`config.mk`:
```
export PLATFORM = sky130hd
export DESIGN_NAME = mem_port_arbiter
export DESIGN_NICKNAME = d
export VERILOG_FILES = /design/src/rtl/mem_port_arbiter_pkg.sv /design/src/rtl/mem_port_arbiter.sv
export SDC_FILE = /design/constraint.sdc
export NUM_CORES = 1
export LEC_CHECK = 0
export CORE_UTILIZATION = 41
export DETAILED_ROUTE_END_ITERATION = 12
export MAX_ROUTING_LAYER = met4
export PLACE_DENSITY = 0.77
export SLEW_MARGIN = 20
export SYNTH_ARGS = -nofsm -noshare
export SYNTH_HDL_FRONTEND = slang
export SYNTH_SLANG_ARGS = --single-unit
```
`constraint.sdc`:
```
create_clock -name clk -period 1.9 [get_ports clk]
set_input_delay 0.38 -clock clk [delete_from_list [all_inputs] [get_ports clk]]
set_output_delay 0.38 -clock clk [all_outputs]
set_load 0.005 [all_outputs]
```
`src/rtl/mem_port_arbiter_pkg.sv`:
```
// Shared types and default parameters for the IF/DM unified-memory arbiter.
package mem_arb_pkg;

    typedef logic [1:0] arb_state_t;
    localparam arb_state_t ST_IDLE = 2'd0;
    localparam arb_state_t ST_BUSY = 2'd1;
    localparam arb_state_t ST_RESP = 2'd2;

    typedef enum logic {
        OWN_IF = 1'b0,
        OWN_DM = 1'b1
    } owner_t;

    typedef struct packed {
        logic   valid;
        owner_t owner;
    } grant_t;

    localparam int DEF_ADDR_W       = 32;
    localparam int DEF_DATA_W       = 32;
    localparam int DEF_MEM_LATENCY  = 2;
    localparam int DEF_STARVE_LIMIT = 4;
    localparam int CNT_W            = 4;

endpackage

```
`src/rtl/mem_port_arbiter.sv`:
```
// Arbitrates a single-ported fixed-latency memory between instruction fetch (read-only)
// and data memory (read/write); one access at a time through IDLE -> BUSY -> RESP.
module mem_port_arbiter
    import mem_arb_pkg::*;
#(
    parameter int ADDR_W       = DEF_ADDR_W,
    parameter int DATA_W       = DEF_DATA_W,
    parameter int MEM_LATENCY  = DEF_MEM_LATENCY,
    parameter int STARVE_LIMIT = DEF_STARVE_LIMIT
) (
    input  logic              clk,
    input  logic              reset,
    input  logic              if_req,
    input  logic [ADDR_W-1:0] if_addr,
    output logic [DATA_W-1:0] if_rdata,
    output logic              if_valid,
    output logic              if_stall,
    input  logic              flush,
    input  logic              dm_req,
    input  logic              dm_we,
    input  logic [ADDR_W-1:0] dm_addr,
    input  logic [DATA_W-1:0] dm_wdata,
    output logic [DATA_W-1:0] dm_rdata,
    output logic              dm_valid,
    output logic              dm_stall,
    output logic              mem_en,
    output logic              mem_we,
    output logic [ADDR_W-1:0] mem_addr,
    output logic [DATA_W-1:0] mem_wdata,
    input  logic [DATA_W-1:0] mem_rdata,
    output arb_state_t        dbg_state,
    output owner_t            dbg_owner,
    output logic [CNT_W-1:0]  dbg_starve_cnt,
    output logic              dbg_kill
);

    // Handshake: a requester raises *_req with its address/data stable and keeps
    // them until its *_valid pulse; *_valid is a single-cycle completion strobe
    // and *_stall stays high for every cycle the request is held before it.

    localparam logic [CNT_W-1:0] LAT_INIT   = CNT_W'(MEM_LATENCY);
    localparam logic [CNT_W-1:0] STARVE_MAX = CNT_W'(STARVE_LIMIT);

    arb_state_t        state_q, state_d;
    logic [CNT_W-1:0]  cnt_q, cnt_d;
    owner_t            owner_q, owner_d;
    logic [CNT_W-1:0]  starve_q, starve_d;
    logic              kill_q, kill_d;
    logic              we_q, we_d;
    logic [ADDR_W-1:0] addr_q, addr_d;
    logic [DATA_W-1:0] wdata_q, wdata_d;
    logic              mem_en_q, mem_en_d;
    logic              mem_we_q, mem_we_d;
    logic [DATA_W-1:0] if_rdata_q, if_rdata_d;
    logic [DATA_W-1:0] dm_rdata_q, dm_rdata_d;
    logic              if_valid_q, if_valid_d;
    logic              dm_valid_q, dm_valid_d;

    logic   if_elig;
    grant_t gnt;

    // DM has priority unless IF has watched STARVE_LIMIT DM grants go by.
    function automatic grant_t pick_grant(input logic if_ok, input logic dm_ok,
                                          input logic if_starved);
        grant_t g;
        g.valid = if_ok | dm_ok;
        g.owner = (dm_ok && !(if_ok && if_starved)) ? OWN_DM : OWN_IF;
        return g;
    endfunction

    assign if_elig = if_req & ~flush;
    assign gnt     = pick_grant(if_elig, dm_req, starve_q == STARVE_MAX);

    always_comb begin
        state_d    = state_q;
        cnt_d      = cnt_q;
        owner_d    = owner_q;
        starve_d   = starve_q;
        kill_d     = kill_q;
        we_d       = we_q;
        addr_d     = addr_q;
        wdata_d    = wdata_q;
        mem_en_d   = 1'b0;
        mem_we_d   = 1'b0;
        if_rdata_d = if_rdata_q;
        dm_rdata_d = dm_rdata_q;
        if_valid_d = 1'b0;
        dm_valid_d = 1'b0;

        case (state_q)
            ST_IDLE: begin
                kill_d = 1'b0;
                if (gnt.valid) begin
                    state_d  = ST_BUSY;
                    owner_d  = gnt.owner;
                    cnt_d    = LAT_INIT;
                    mem_en_d = 1'b1;
                    if (gnt.owner == OWN_DM) begin
                        we_d     = dm_we;
                        addr_d   = dm_addr;
                        wdata_d  = dm_wdata;
                        mem_we_d = dm_we;
                        if (if_elig) begin
                            starve_d = (starve_q == STARVE_MAX) ? starve_q : starve_q + 1'b1;
                        end else if (!if_req) begin
                            starve_d = '0;
                        end
                    end else begin
                        we_d     = 1'b0;
                        addr_d   = if_addr;
                        starve_d = '0;
                    end
                end
            end
            ST_BUSY: begin
                if (flush && owner_q == OWN_IF) begin
                    kill_d = 1'b1;
                end
                if (cnt_q != '0) begin
                    cnt_d = cnt_q - 1'b1;
                end else begin
                    state_d = ST_RESP;
                    if (owner_q == OWN_IF) begin
                        if (!kill_d) begin
                            if_rdata_d = mem_rdata;
                            if_valid_d = 1'b1;
                        end
                    end else begin
                        if (!we_q) begin
                            dm_rdata_d = mem_rdata;
                        end
                        dm_valid_d = 1'b1;
                    end
                end
            end
            ST_RESP: begin
                state_d = ST_IDLE;
                kill_d  = 1'b0;
            end
            default: begin
                state_d = ST_IDLE;
            end
        endcase
    end

    always_ff @(posedge clk) begin
        if (!reset) begin
            state_q    <= ST_IDLE;
            cnt_q      <= '0;
            owner_q    <= OWN_IF;
            starve_q   <= '0;
            kill_q     <= 1'b0;
            we_q       <= 1'b0;
            addr_q     <= '0;
            wdata_q    <= '0;
            mem_en_q   <= 1'b0;
            mem_we_q   <= 1'b0;
            if_rdata_q <= '0;
            dm_rdata_q <= '0;
            if_valid_q <= 1'b0;
            dm_valid_q <= 1'b0;
        end else begin
            state_q    <= state_d;
            cnt_q      <= cnt_d;
            owner_q    <= owner_d;
            starve_q   <= starve_d;
            kill_q     <= kill_d;
            we_q       <= we_d;
            addr_q     <= addr_d;
            wdata_q    <= wdata_d;
            mem_en_q   <= mem_en_d;
            mem_we_q   <= mem_we_d;
            if_rdata_q <= if_rdata_d;
            dm_rdata_q <= dm_rdata_d;
            if_valid_q <= if_valid_d;
            dm_valid_q <= dm_valid_d;
        end
    end

    // A killed IF access still occupies RESP, but must not release the fetch stall.
    assign if_stall = if_req & ~(state_q == ST_RESP && owner_q == OWN_IF && !kill_q);
    assign dm_stall = dm_req & ~(state_q == ST_RESP && owner_q == OWN_DM);

    assign if_rdata       = if_rdata_q;
    assign dm_rdata       = dm_rdata_q;
    assign if_valid       = if_valid_q;
    assign dm_valid       = dm_valid_q;
    assign mem_en         = mem_en_q;
    assign mem_we         = mem_we_q;
    assign mem_addr       = addr_q;
    assign mem_wdata      = wdata_q;
    assign dbg_state      = state_q;
    assign dbg_owner      = owner_q;
    assign dbg_starve_cnt = starve_q;
    assign dbg_kill       = kill_q;

endmodule

```
## Word level (Yosys, flattened, before mapping)

Cells that the tools add are included.

| storage, ports and cells | value |
|---|---|
| register bits after elaboration | 145 |
| output and inout port bits | 142 |

| operators by class | value |
|---|---|
| $add $sub $neg | 2 |
| equality and inequality tests | 8 |
| multiplexer cells | 19 |
| bitwise gates (word level) | 13 |
| reduce and logical (&&, ||, !) cells | 24 |

Operators with widths:

| operator | count |
|---|---|
| 32-bit 2-to-1 mux | 1 |
| 4-bit 2-to-1 mux | 6 |
| 4-bit AND reduction | 3 |
| 1-bit inverter | 9 |
| 3-bit AND reduction | 3 |
| 4-bit case mux with 2 select lines | 1 |
| 1-bit 2-to-1 mux | 7 |
| 1-bit logical AND | 6 |
| 2-bit != test (second input constant) | 3 |
| 3-bit != test (second input constant) | 2 |
| 2-bit AND reduction | 3 |
| 4-bit by 1-bit adder with 4-bit output (second input constant) | 1 |
| 4-bit by 3-bit equality test with 1-bit output (second input constant) | 1 |
| 2-bit 2-to-1 mux | 2 |
| 2-bit case mux with 2 select lines | 1 |
| 2-bit nonzero test | 2 |
| 4-bit nonzero test | 1 |
| 4-bit OR reduction | 1 |
| 4-bit by 1-bit subtractor with 4-bit output (second input constant) | 1 |
| 1-bit AND | 3 |
| 3-bit OR reduction | 1 |
| 2-bit by 1-bit equality test with 1-bit output (second input constant) | 1 |
| 2-bit equality test (second input constant) | 1 |
| 1-bit logical NOT | 2 |
| other kinds (4) | 4 |

## Logic depth before layout (Yosys ltp)

| logic depth | value |
|---|---|
| word-level depth | 8 |
| gate-level depth with buffers | 8 |
| gate-level depth less buffers | 6 |

## Least setup slack after synthesis

OpenSTA, ideal clock, no wires.

| timing | value |
|---|---|
| kind | reg-to-reg |
| from | register starve_q[0] (netlist: dbg_starve_cnt[0]) |
| to | register addr_q[20] (netlist: mem_addr[20]) |
| setup time | 0.126 ns |
| arrival time | 1.455 ns |
| data required time | 1.774 ns |
| path slack | 0.319 ns |
| cell stages (with the launch flop) | 8 |
| buffers on the path | 1 |
| period minus slack after synthesis | 1.581 ns |
| cell sequence | dfxtp_1 > inv_1 > ha_1 > nand3b_1 > o21ai_4 > buf_8 > mux2i_1 > o2bb2ai_2 |

| on the way | value |
|---|---|
| longest elaborated chain between the ends | 6 |

RTL lines:

| element | RTL line | RTL |
|---|---|---|
| start: declaration | mem_port_arbiter.sv:47 | `logic [CNT_W-1:0] starve_q, starve_d;` |
| start signal: assignment | mem_port_arbiter.sv:166 | `starve_q <= starve_d;` |
| 4-bit by 3-bit equality test with 1-bit output | mem_port_arbiter.sv:72 | `assign gnt = pick_grant(if_elig, dm_req, starve_q == STARVE_MAX);` |
| 1-bit logical AND | mem_port_arbiter.sv:67 | `g.owner = (dm_ok && !(if_ok && if_starved)) ? OWN_DM : OWN_IF;` |
| 1-bit logical NOT | mem_port_arbiter.sv:67 |  |
| 1-bit logical AND | mem_port_arbiter.sv:67 |  |
| 1-bit 2-to-1 mux | mem_port_arbiter.sv:67 |  |
| 32-bit 2-to-1 mux | mem_port_arbiter.sv:98 | `if (gnt.owner == OWN_DM) begin` |
| end signal: assignment | mem_port_arbiter.sv:169 | `addr_q <= addr_d;` |
| end: declaration | mem_port_arbiter.sv:50 | `logic [ADDR_W-1:0] addr_q, addr_d;` |

No other way between the ends.
A chain may end at the register's enable or synchronous reset.

## Final worst setup path

| timing | value |
|---|---|
| from | register state_q[1] (netlist: dbg_state[1]) |
| to | output port dm_stall |

| on the way | value |
|---|---|
| longest elaborated chain between the ends | 4 |

RTL lines:

| element | RTL line | RTL |
|---|---|---|
| start: declaration | mem_port_arbiter.sv:44 | `arb_state_t state_q, state_d;` |
| start signal: assignment | mem_port_arbiter.sv:163 | `state_q <= state_d;` |
| 2-bit equality test | mem_port_arbiter.sv:182 | `assign dm_stall = dm_req & ~(state_q == ST_RESP && owner_q == OWN_DM);` |
| 1-bit logical AND | mem_port_arbiter.sv:182 |  |
| 1-bit inverter | mem_port_arbiter.sv:182 |  |
| 1-bit AND | mem_port_arbiter.sv:182 |  |
| end: declaration | mem_port_arbiter.sv:25 | `output logic dm_stall,` |

No other way between the ends.

==> reports/qor.csv <==
stage,metric,value,unit
run_status,status,"complete, no violations",
layout,layout-drive-gt1-share,0.08111,
power,power_density,883.1,mW/mm^2
synthesis,ys_seq_area_frac,0.5009,
sta,relSlewSlack,0.6520,
synthesis,yosysUniqueCellTypes,46,
critical_path,required,1.52,ns
layout,n_antenna_cell,0,
sta,skew,0.009556,ns
placement,place.gp.congestion,0.7879,
critical_path,worstSetupPathType,flip-flop to primary output,
floorplanning,rows,43,
sta,rsz0062_at_grt,false,
floorplanning,die_y,120.9,um
clock_network,htreeDepth,4,
global_routing,antenna_found_initial,0,
sta,hold_violations,0,
drt,post-route-drc-count,0,
drt,dr_wl_met3,892,um
synthesis,synth_edf_count,0,
global_routing,grt_pass1_vias,5152,
synthesis,yosys_warnings,0,
synthesis,syn_area,0.005796,mm^2
floorplanning,die_w,120.9,um
synthesis,synthAdderAreaFrac,0.008636,
synthesis,synth_xor_area_frac,0.004534,
layout,final_common_cell,clkdlybuf4s50_1,
layout,fin_area,0.009348,mm^2
drt,drt_iter0_drc,267,
clock_network,clock_latency,0.41,ns
placement,hpwl,11580,um
synthesis,synth-compound-area-share,0.1971,
layout,fin_nets,1026,
critical_path,worstReg2RegStart,dbg_starve_cnt[0]$_SDFFE_PN0P_,
drt,wirelength_met1,6792,um
synthesis,synth_top_cell_area_share,0.5009,
critical_path,reg2reg_slack,0.21,ns
synthesis,synth_seq_cells,145,
clock_network,cts_buffer_depth,2,
drt,routed-wl-met2,8176,um
sta,setup_viol,0,
critical_path,endpoint_kind,primary output,
hold_path,min_path_type,input pin to flip-flop,
power,p_leak,0.003474,uW
clock_network,cts_tree,yes,
drt,wl_per_cell,15.17,um
synthesis,avgSynthCellArea,9.288,um^2
critical_path,reg2regPathDepth,7,
placement,portBuffers,275,
layout,final_cell_mix,"clkdlybuf4s50_1, nand2_1, dfxtp_1",
synthesis,muxShareOfSynthArea,0.05527,
clock_network,clock_sinks,145,
clock_network,root_buffer,clkbuf_16,
clock_network,clkSlewWorstSetupHoldPaths,0.05,ns
sta,finalMaxSlewViolations,0,
global_routing,grt_usage,0.2264,
synthesis,synth_area_leader_cell,dfxtp_1,
sta,tightest_slew,0.5165,ns
synthesis,synth_top_family_by_area,compound AO/OA/AOI/OAI gates,
drt,wl,16380,um
placement,pre_cts_ws,-0.1664,ns
global_routing,grt_overflow,0,
global_routing,grt_pass1_wl,25140,um
global_routing,grt_max_degree,82,
synthesis,syn_nets,762,
layout,syn2layout_area_growth,61.29,%
sta,fmax,549.8,MHz
floorplanning,core_region_area,0.01383,mm^2
clock_network,cts_buffers,17,
floorplanning,io_pins,276,
critical_path,timing.rr.end,mem_wdata[25]$_SDFFE_PN0P_,
drt,dr.pass1.iters,6,
critical_path,critical_path_arrival,1.44,ns
clock_network,post_cts_buffers,0,
critical_path,critPathLaunch,dbg_state[1]$_SDFFE_PN0P_,
critical_path,crit_end,dm_stall,
drt,vias_per_cell,4.971,
synthesis,async_flop_share,0,
sta,setup_ws,0.08101,ns
synthesis,ys.flop_type,dfxtp_1,
floorplanning,initial_utilization,0.4191,
drt,num_vias,5369,
drt,highest_layer,met4,
drt,antenna_left,0,
power,irDropWorstVdd,577.9,uV
synthesis,ys_top_cells_by_area,"dfxtp_1, nand2_1, a21boi_1",
synthesis,synth-simple-area-share,0.1734,
sta,fin_crit,1.819,ns
placement,postPlaceCellArea,0.008715,mm^2
critical_path,critPathLaunchType,flip-flop,
synthesis,synthCells,624,
critical_path,path_max_fanout,2,
sta,finalCritPeriodShare,0.9574,
flow_run,maxCapViolations,0,
floorplanning,dieArea,0.01461,mm^2
-- what timing repair did --
item                       in CTS  in global routing
setup endpoints to repair       2                  3
hold buffers                    0                  0
gates resized for setup         2                  4
pin swaps                       0                  1
-- critical path, cell delays in order, from the launching register on --
cell	delay (ns)
dfxtp_2	0.32
or2b_1	0.26
o21a_1	0.17
dlygate4sd2_1	0.28
-- worst min path at each step --
| stage | startpoint | end | slack (ns) | cells after the start |
|---|---|---|---|---|
| 2_1_floorplan | dm_rdata[10]$_SDFFE_PN0P_ | dm_rdata[10]$_SDFFE_PN0P_ | 0.45 | 2 |
| 3_3_place_gp | dm_rdata[14]$_SDFFE_PN0P_ | dm_rdata[14]$_SDFFE_PN0P_ | 0.44 | 2 |
| 3_5_place_dp | dm_rdata[19]$_SDFFE_PN0P_ | dm_rdata[19]$_SDFFE_PN0P_ | 0.44 | 2 |
| 4_1_cts | reset | cnt_q[1]$_SDFFE_PN0P_ | 0.33 | 2 |
| 5_1_grt | reset | cnt_q[1]$_SDFFE_PN0P_ | 0.34 | 2 |
| 6_report | reset | cnt_q[1]$_SDFFE_PN0P_ | 0.35 | 2 |
-- logic make-up after synthesis --
family | count (synthesis)
xor+xnor | 3
flops | 145
simple gates | 236
mux | 32
compound gates | 145
buf+inv | 59
fa+ha+maj | 4
-- state kept, by name, indices dropped and copies added, names as in the netlist, 2 cells and up --
signal,flops
dm_rdata,32
if_rdata,32
mem_addr,32
mem_wdata,32
cnt_q,4
dbg_starve_cnt,4
dbg_state,2
-- Yosys cell counts (7+ instances only) --
cell type,instances
nand2_1,168
dfxtp_1,145
a21boi_1,60
nand3_1,38
o21ai_0,33
mux2i_1,32
o2bb2ai_1,21
clkbuf_1,19
o2bb2ai_2,12
inv_1,10
buf_6,7
nor2_1,7
-- report_power, final --
| part | leakage [uW] | total, uW | switching (uW) | internal, uW |
|---|---|---|---|---|
| sequential | 0.00118 | 3350 | 111 | 3240 |
| combinational | 0.00198 | 1330 | 534 | 800 |
| clock | 0.000315 | 3570 | 1250 | 2320 |
-- layer usage --
| metal | vias to the layer above | global-route usage |
|---|---|---|
| li1 | 2644 | - |
| met1 | 2512 | 0.2549 |
| met2 | 178 | 0.3746 |
| met3 | 35 | 0.06015 |
| met4 | 0 | 0.1049 |
| met5 | - | - |
-- per-stage QoR --
stage	TNS (ns)	cells	util	hold WS, ns	power (uW)
after floorplan	0	624	-	0.4514	3943
after global placement	-0.9437	1049	0.6303	0.4387	4709
after detailed placement	-4.886	1049	0.6303	0.4450	4748
after CTS	-0.03359	1080	0.6761	0.3299	8327
after global routing	0	1080	0.6760	0.3425	8601
final	0	1080	0.6760	0.3509	8255
-- cell type report --
| class | instances | area (um^2) |
|---|---|---|
| Inverter | 10 | 37.54 |
| Sequential cell | 145 | 2905 |
| Tap cell | 180 | 225.2 |
| Multi-Input combinational cell | 420 | 2544 |
| Clock inverter | 10 | 156.4 |
| Clock buffer | 21 | 480.5 |
| Fill cell | 1040 | 4479 |
| Timing Repair Buffer | 294 | 2999 |
(Power assumes the default switching activity.)
==> variant 1 (same settings) <==
`CNT_W`: 4 -> 5.
--- a/src/rtl/mem_port_arbiter_pkg.sv
+++ b/src/rtl/mem_port_arbiter_pkg.sv
@@ -22,3 +22,3 @@
     localparam int DEF_STARVE_LIMIT = 4;
-    localparam int CNT_W            = 4;
+    localparam int CNT_W            = 5;
 
Interface: changed (resized dbg_starve_cnt); port bits go from 276 to 277. No check against the original RTL was run, so the function may have changed too.
==> variant 1 against the unedited design <==
First-iteration DRC count fell by 11%. Clock power fell by 9.5%. Critical path type unchanged. Final area rose by 1.4%. Synthesized area rose by 0.37%. Total power rose by 3.5%. Sequential cell count rose by 2. Worst setup slack got worse by 13 ps. Highest routed layer unchanged. Die area rose by 0.36%. Wire length rose by 2.0%. Global-route usage rose by 0.74 points.
==> variant 1: results (changes against the unedited design) <==
[status]
status = finished clean

[logic_synthesis]
muxShareOfSynthArea_pct = 11.19  ; +5.7 points
synthAdderAreaFrac_pct = 0.6453  ; -0.22 points
synth_compound_area_share_pct = 16.84  ; -2.9 points
synthXorXnorAreaFrac_pct = 0  ; -0.45 points
yosysSeqAreaShare_pct = 50.59  ; +0.51 points
syn_nets = 729  ; -4.3%
synth.area.top_cells = dfxtp_1 (51%), mux2i_1 (11%), a21boi_1 (8.9%), nand2_1 (8.3%), o2bb2ai_1 (4.8%)
synth_commonest_cells = dfxtp_1 (147), nand2_1 (129), a21boi_1 (69)

[global_route]
grt_max_degree = 81  ; -1.2%
grt_pass1_vias = 5372  ; +4.3%
grt_pass1_wl_um = 26070  ; +3.7%
grt_use_total_pct = 23.38  ; +0.74 points

[critical_path]
reg2reg_depth = 6  ; -1
cp_slowest_stage_delay_ps = 520  ; +200 ps
crit_family = buffers and inverters
r2r-start = cnt_q[1]$_SDFFE_PN0P_
reg2reg_to = cnt_q[1]$_SDFFE_PN0P_
cp-endpoint = dbg_state[1]
critPathSlowestCell = clkdlybuf4s50_1
r2r_setup_slack_ps = 120  ; -90 ps
cp_max_fo = 7  ; +5

[placed_design]
port_buffers = 276  ; +0.36%
place_hpwl_um = 11990  ; +3.6%
place_congestion = 0.7986  ; +1.4%

[detailed_routing]
detail_route.wl_per_cell_um = 15.77  ; +4.0%
dr.pass1.iters = 4  ; -2
num_vias = 5213  ; -2.9%
drt_iter0_drc = 238  ; -11%

[clocking]
cts_buffers = 17  ; unchanged
worstSkewPairLatency_ps = 410  ; about the same

[hold_path]
hold_path.class = register to register

[final_layout]
nets = 1004  ; -2.1%
drive_gt1_share_pct = 8.068  ; -0.043 points

[pwr]
peakVddDrop_mv = 0.7889  ; +37%
leakagePower_nw = 3.800  ; +9.4%

[timing]
finalClockSkew_ps = 9.838  ; +0.2826 ps
relSlewSlack_pct = 73.28  ; +8.1 points

## variant 1: cell count changes after synthesis, sizes merged, moves of 28 or more
| cell | unedited run | this run |
|---|---|---|
| mux2i | 32 | 65 |
| nand2 | 168 | 129 |
| nand3 | 38 | 4 |
| nor2b | 4 | 32 |
| o21ai | 35 | 5 |
## variant 1: how the worst min path moves through the flow
stage                                          from                   endpoint  slack, ps  cells past startpoint
final                     if_rdata[27]$_SDFFE_PN0P_  if_rdata[27]$_SDFFE_PN0P_        450                      2
after detailed placement  mem_addr[13]$_SDFFE_PN0P_  mem_addr[13]$_SDFFE_PN0P_        450                      1
after global placement            we_q$_SDFFE_PN0P_          we_q$_SDFFE_PN0P_        440                      1
after global routing      mem_addr[14]$_SDFFE_PN0P_  mem_addr[14]$_SDFFE_PN0P_        470                      1
after floorplan                   we_q$_SDFFE_PN0P_          we_q$_SDFFE_PN0P_        420                      1
after CTS                 if_rdata[27]$_SDFFE_PN0P_  if_rdata[27]$_SDFFE_PN0P_        460                      2
## variant 1: cell families after synthesis
logic type / Yosys count
AND/OR/NAND/NOR: 203
flip-flops: 147
AO/OA/AOI/OAI: 123
multiplexers: 65
buffers and inverters: 51
adder cells (fa/ha/maj): 3
## variant 1: layout make-up
type,count,area [µm²]
inverters,8,30.03
flip-flops and latches,147,2953
clock inverters,14,135.1
repair buffers,299,3030
well taps,180,225.2
fillers,1052,4404
multi-input cells,394,2664
clock buffers,18,439.2
## variant 1: worst min-delay path: cells and delay by family, from the launching register on
kind,cells,cell delay (ps)
compound gates,1,50
flops,1,310
simple gates,1,50
## variant 1: per-layer routing
| metal | share of wire, % | global-route usage, % | vias up |
|---|---|---|---|
| met1 | 41 | 25.70 | 2445 |
| met4 | 2.5 | 9.105 | 0 |
| li1 | - | - | 2575 |
| met3 | 6.4 | 5.968 | 23 |
| met5 | 0 | - | - |
| met2 | 50 | 40.43 | 170 |
## variant 1: repair_timing
item / CTS / global route
resized for setup: 7 / 5
endpoints found under the setup margin: 5 / 84
setup buffers: 2 / 0
## variant 1: stage by stage
step | cells | area (µm²) | worst slack, ps | total power, mW
final | 1060 | 9477 | 68.37 | 8.548
after CTS | 1060 | 9449 | 0.1894 | 8.611
after global placement | 1026 | 8853 | -129.6 | 5.286
after floorplan | 592 | 5817 | 312.6 | 4.296
after detailed placement | 1026 | 8853 | -161.4 | 5.357
after global routing | 1060 | 9477 | 4.159 | 8.934
## variant 1: power by group
| group | internal, mW | total, mW | switching [mW] |
|---|---|---|---|
| registers | 3.35 | 3.51 | 0.157 |
| logic | 1.06 | 1.81 | 0.748 |
| clock network | 1.96 | 3.23 | 1.27 |
| total | 6.37 | 8.55 | 2.18 |
==> variant 2 (same settings) <==
Made on the original files. Take the reset off `addr_q` and load it in a clocked block of its own.
--- a/src/rtl/mem_port_arbiter.sv
+++ b/src/rtl/mem_port_arbiter.sv
@@ -153,3 +153,2 @@
             we_q       <= 1'b0;
-            addr_q     <= '0;
             wdata_q    <= '0;
@@ -168,3 +167,2 @@
             we_q       <= we_d;
-            addr_q     <= addr_d;
             wdata_q    <= wdata_d;
@@ -177,2 +175,6 @@
         end
+    end
+
+    always_ff @(posedge clk) begin
+        addr_q <= addr_d;
     end
Function: changed (Yosys sat finds a counterexample within 4 cycles, from zero or initial values and one cycle with reset low).
==> variant 2 against the unedited design <==
Sequential cell count unchanged. Largest cell class is now sequential cells. Worst setup slack got worse by 0.76 ps. Hold slack improved by 13 ps. Total power decreased by 2.3%. Cell count decreased by 6.0%. Final area about the same. Sequential share of layout area increased by 3.5 points. Critical path depth decreased by 1. Wire length decreased by 3.5%. Via count decreased by 8.2%. Non-clock buffer count unchanged. Synthesized area about the same. Register-to-register slack got worse by 70 ps. Largest power group is now sequential cells.
==> variant 2: results (changes against the unedited design) <==
[global_route]
grt_use_total_pct = 22.49  ; -0.16 points
grt_pass1_wl_um = 24430  ; -2.8%
grt_pass1_vias = 4957  ; -3.8%
grt_max_degree = 145  ; +77%
grt_antenna_before_repair = 0  ; unchanged

[final_layout]
n_sequential_cell = 145  ; unchanged
clkCellAreaFrac_pct = 6.265  ; -0.55 points
multi_input_gates = 356  ; -15%
num_antenna_cells = 0  ; unchanged
fill_cells = 1060  ; +1.9%
drive_gt1_share_pct = 11.26  ; +3.1 points
nets = 960  ; -6.4%
seqAreaFraction_pct = 34.55  ; +3.5 points
inverters = 8  ; -2
num-clock-buffers = 19  ; -9.5%
multi_input_area_um2 = 2308  ; -9.2%
buffer_area_share_pct = 31.75  ; -0.33 points

[logic_synthesis]
synth_commonest_cells = nand2_1 (138), dfxtp_1 (113), mux2i_1 (65)
async_flop_share_pct = 0  ; unchanged
synth_edf_count = 32  ; +32
yosysSeqAreaShare_pct = 55.63  ; +5.5 points
synth.area.top_cells = dfxtp_1 (39%), edfxtp_1 (17%), mux2i_1 (11%), nand2_1 (8.9%), mux2_2 (6.4%)
ys_types = 41  ; -11%
synth_area_per_cell_um2 = 10.61  ; +14%
ys.flop_type = dfxtp_1
syn_nets = 684  ; -10%

[critical_path]
cp_slowest_stage_delay_ps = 520  ; +200 ps
r2r-start = dbg_starve_cnt[0]$_SDFFE_PN0P_
cp_max_fo = 6  ; +4
reg2reg_depth = 6  ; -1
critPathSlowestCell = clkdlybuf4s50_1
crit_family = buffers and inverters
arrival_ps = 1440  ; about the same

[pwr]
power_density_nw_per_um2 = 862.7  ; -2.3%
leakagePower_nw = 3.844  ; +11%
comb_power_mw = 1.28  ; -4%
p_switching_mw = 1.832  ; -3.4%
peakVddDrop_mv = 0.5280  ; -8.6%
pg_seq_mw = 3.47  ; +4%
p_sw_share_pct = 22.72  ; -0.24 points

[detailed_routing]
drt_iter0_drc = 239  ; -10%
via_per_inst = 4.857  ; -2.3%
num_vias = 4930  ; -8.2%
dr.pass1.iters = 4  ; -2
finalWirelength_um = 15810  ; -3.5%

[hold_path]
min_from = reset
hold_path_depth = 3  ; +1

[placed_design]
post-place-ws_ps = -166.6  ; -0.1740 ps
place_congestion = 0.8097  ; +2.8%
post_dp_cell_area_um2 = 8747  ; +0.37%
place_hpwl_um = 11630  ; +0.45%
placed_cells = 983  ; -6.3%

[die]
die_area_um2 = 14610  ; about the same

[status]
status = finished clean

[timing]
finalClockSkew_ps = 8.660  ; -0.8954 ps
relSlewSlack_pct = 62.22  ; -3.0 points

[clocking]
clk_pin_slew_ps = 60
clk_path_buf_depth = 2  ; unchanged
cts_buffers = 17  ; unchanged
ctsResizeCount = 5  ; +3

[variant 2: cells by family after synthesis]
kind of cell    synth area share, %
mux                           17.64
xor+xnor                     0.1512
compound gates                5.593
buf+inv                       4.859
fa+ha+maj                    0.8638
simple gates                  15.27
flops                         55.63
[variant 2: worst register-to-register path: stages (launching register included)]
cell	delay, ps
dfxtp_1	340
inv_1	90
ha_1	140
nand3b_1	150
o21ai_4	190
buf_12	220
mux2_2	390
[variant 2: per-layer routing]
metal,global-route usage (%),routed length [µm],vias up
li1,-,-,2421
met1,22.74,5970,2282
met2,38.50,7976,194
met3,7.848,1382,33
met4,11.27,482,0
met5,-,0,-
[variant 2: path summary, 6_finish.rpt]
path | endpoint | slack (ps)
setup / recovery | dbg_state[1] | 80
hold / removal | dbg_starve_cnt[1]$_SDFFE_PN0P_ | 360
setup reg to reg | mem_addr[19]$_DFFE_PP_ | 140
hold reg to reg | mem_wdata[30]$_SDFFE_PN0P_ | 460
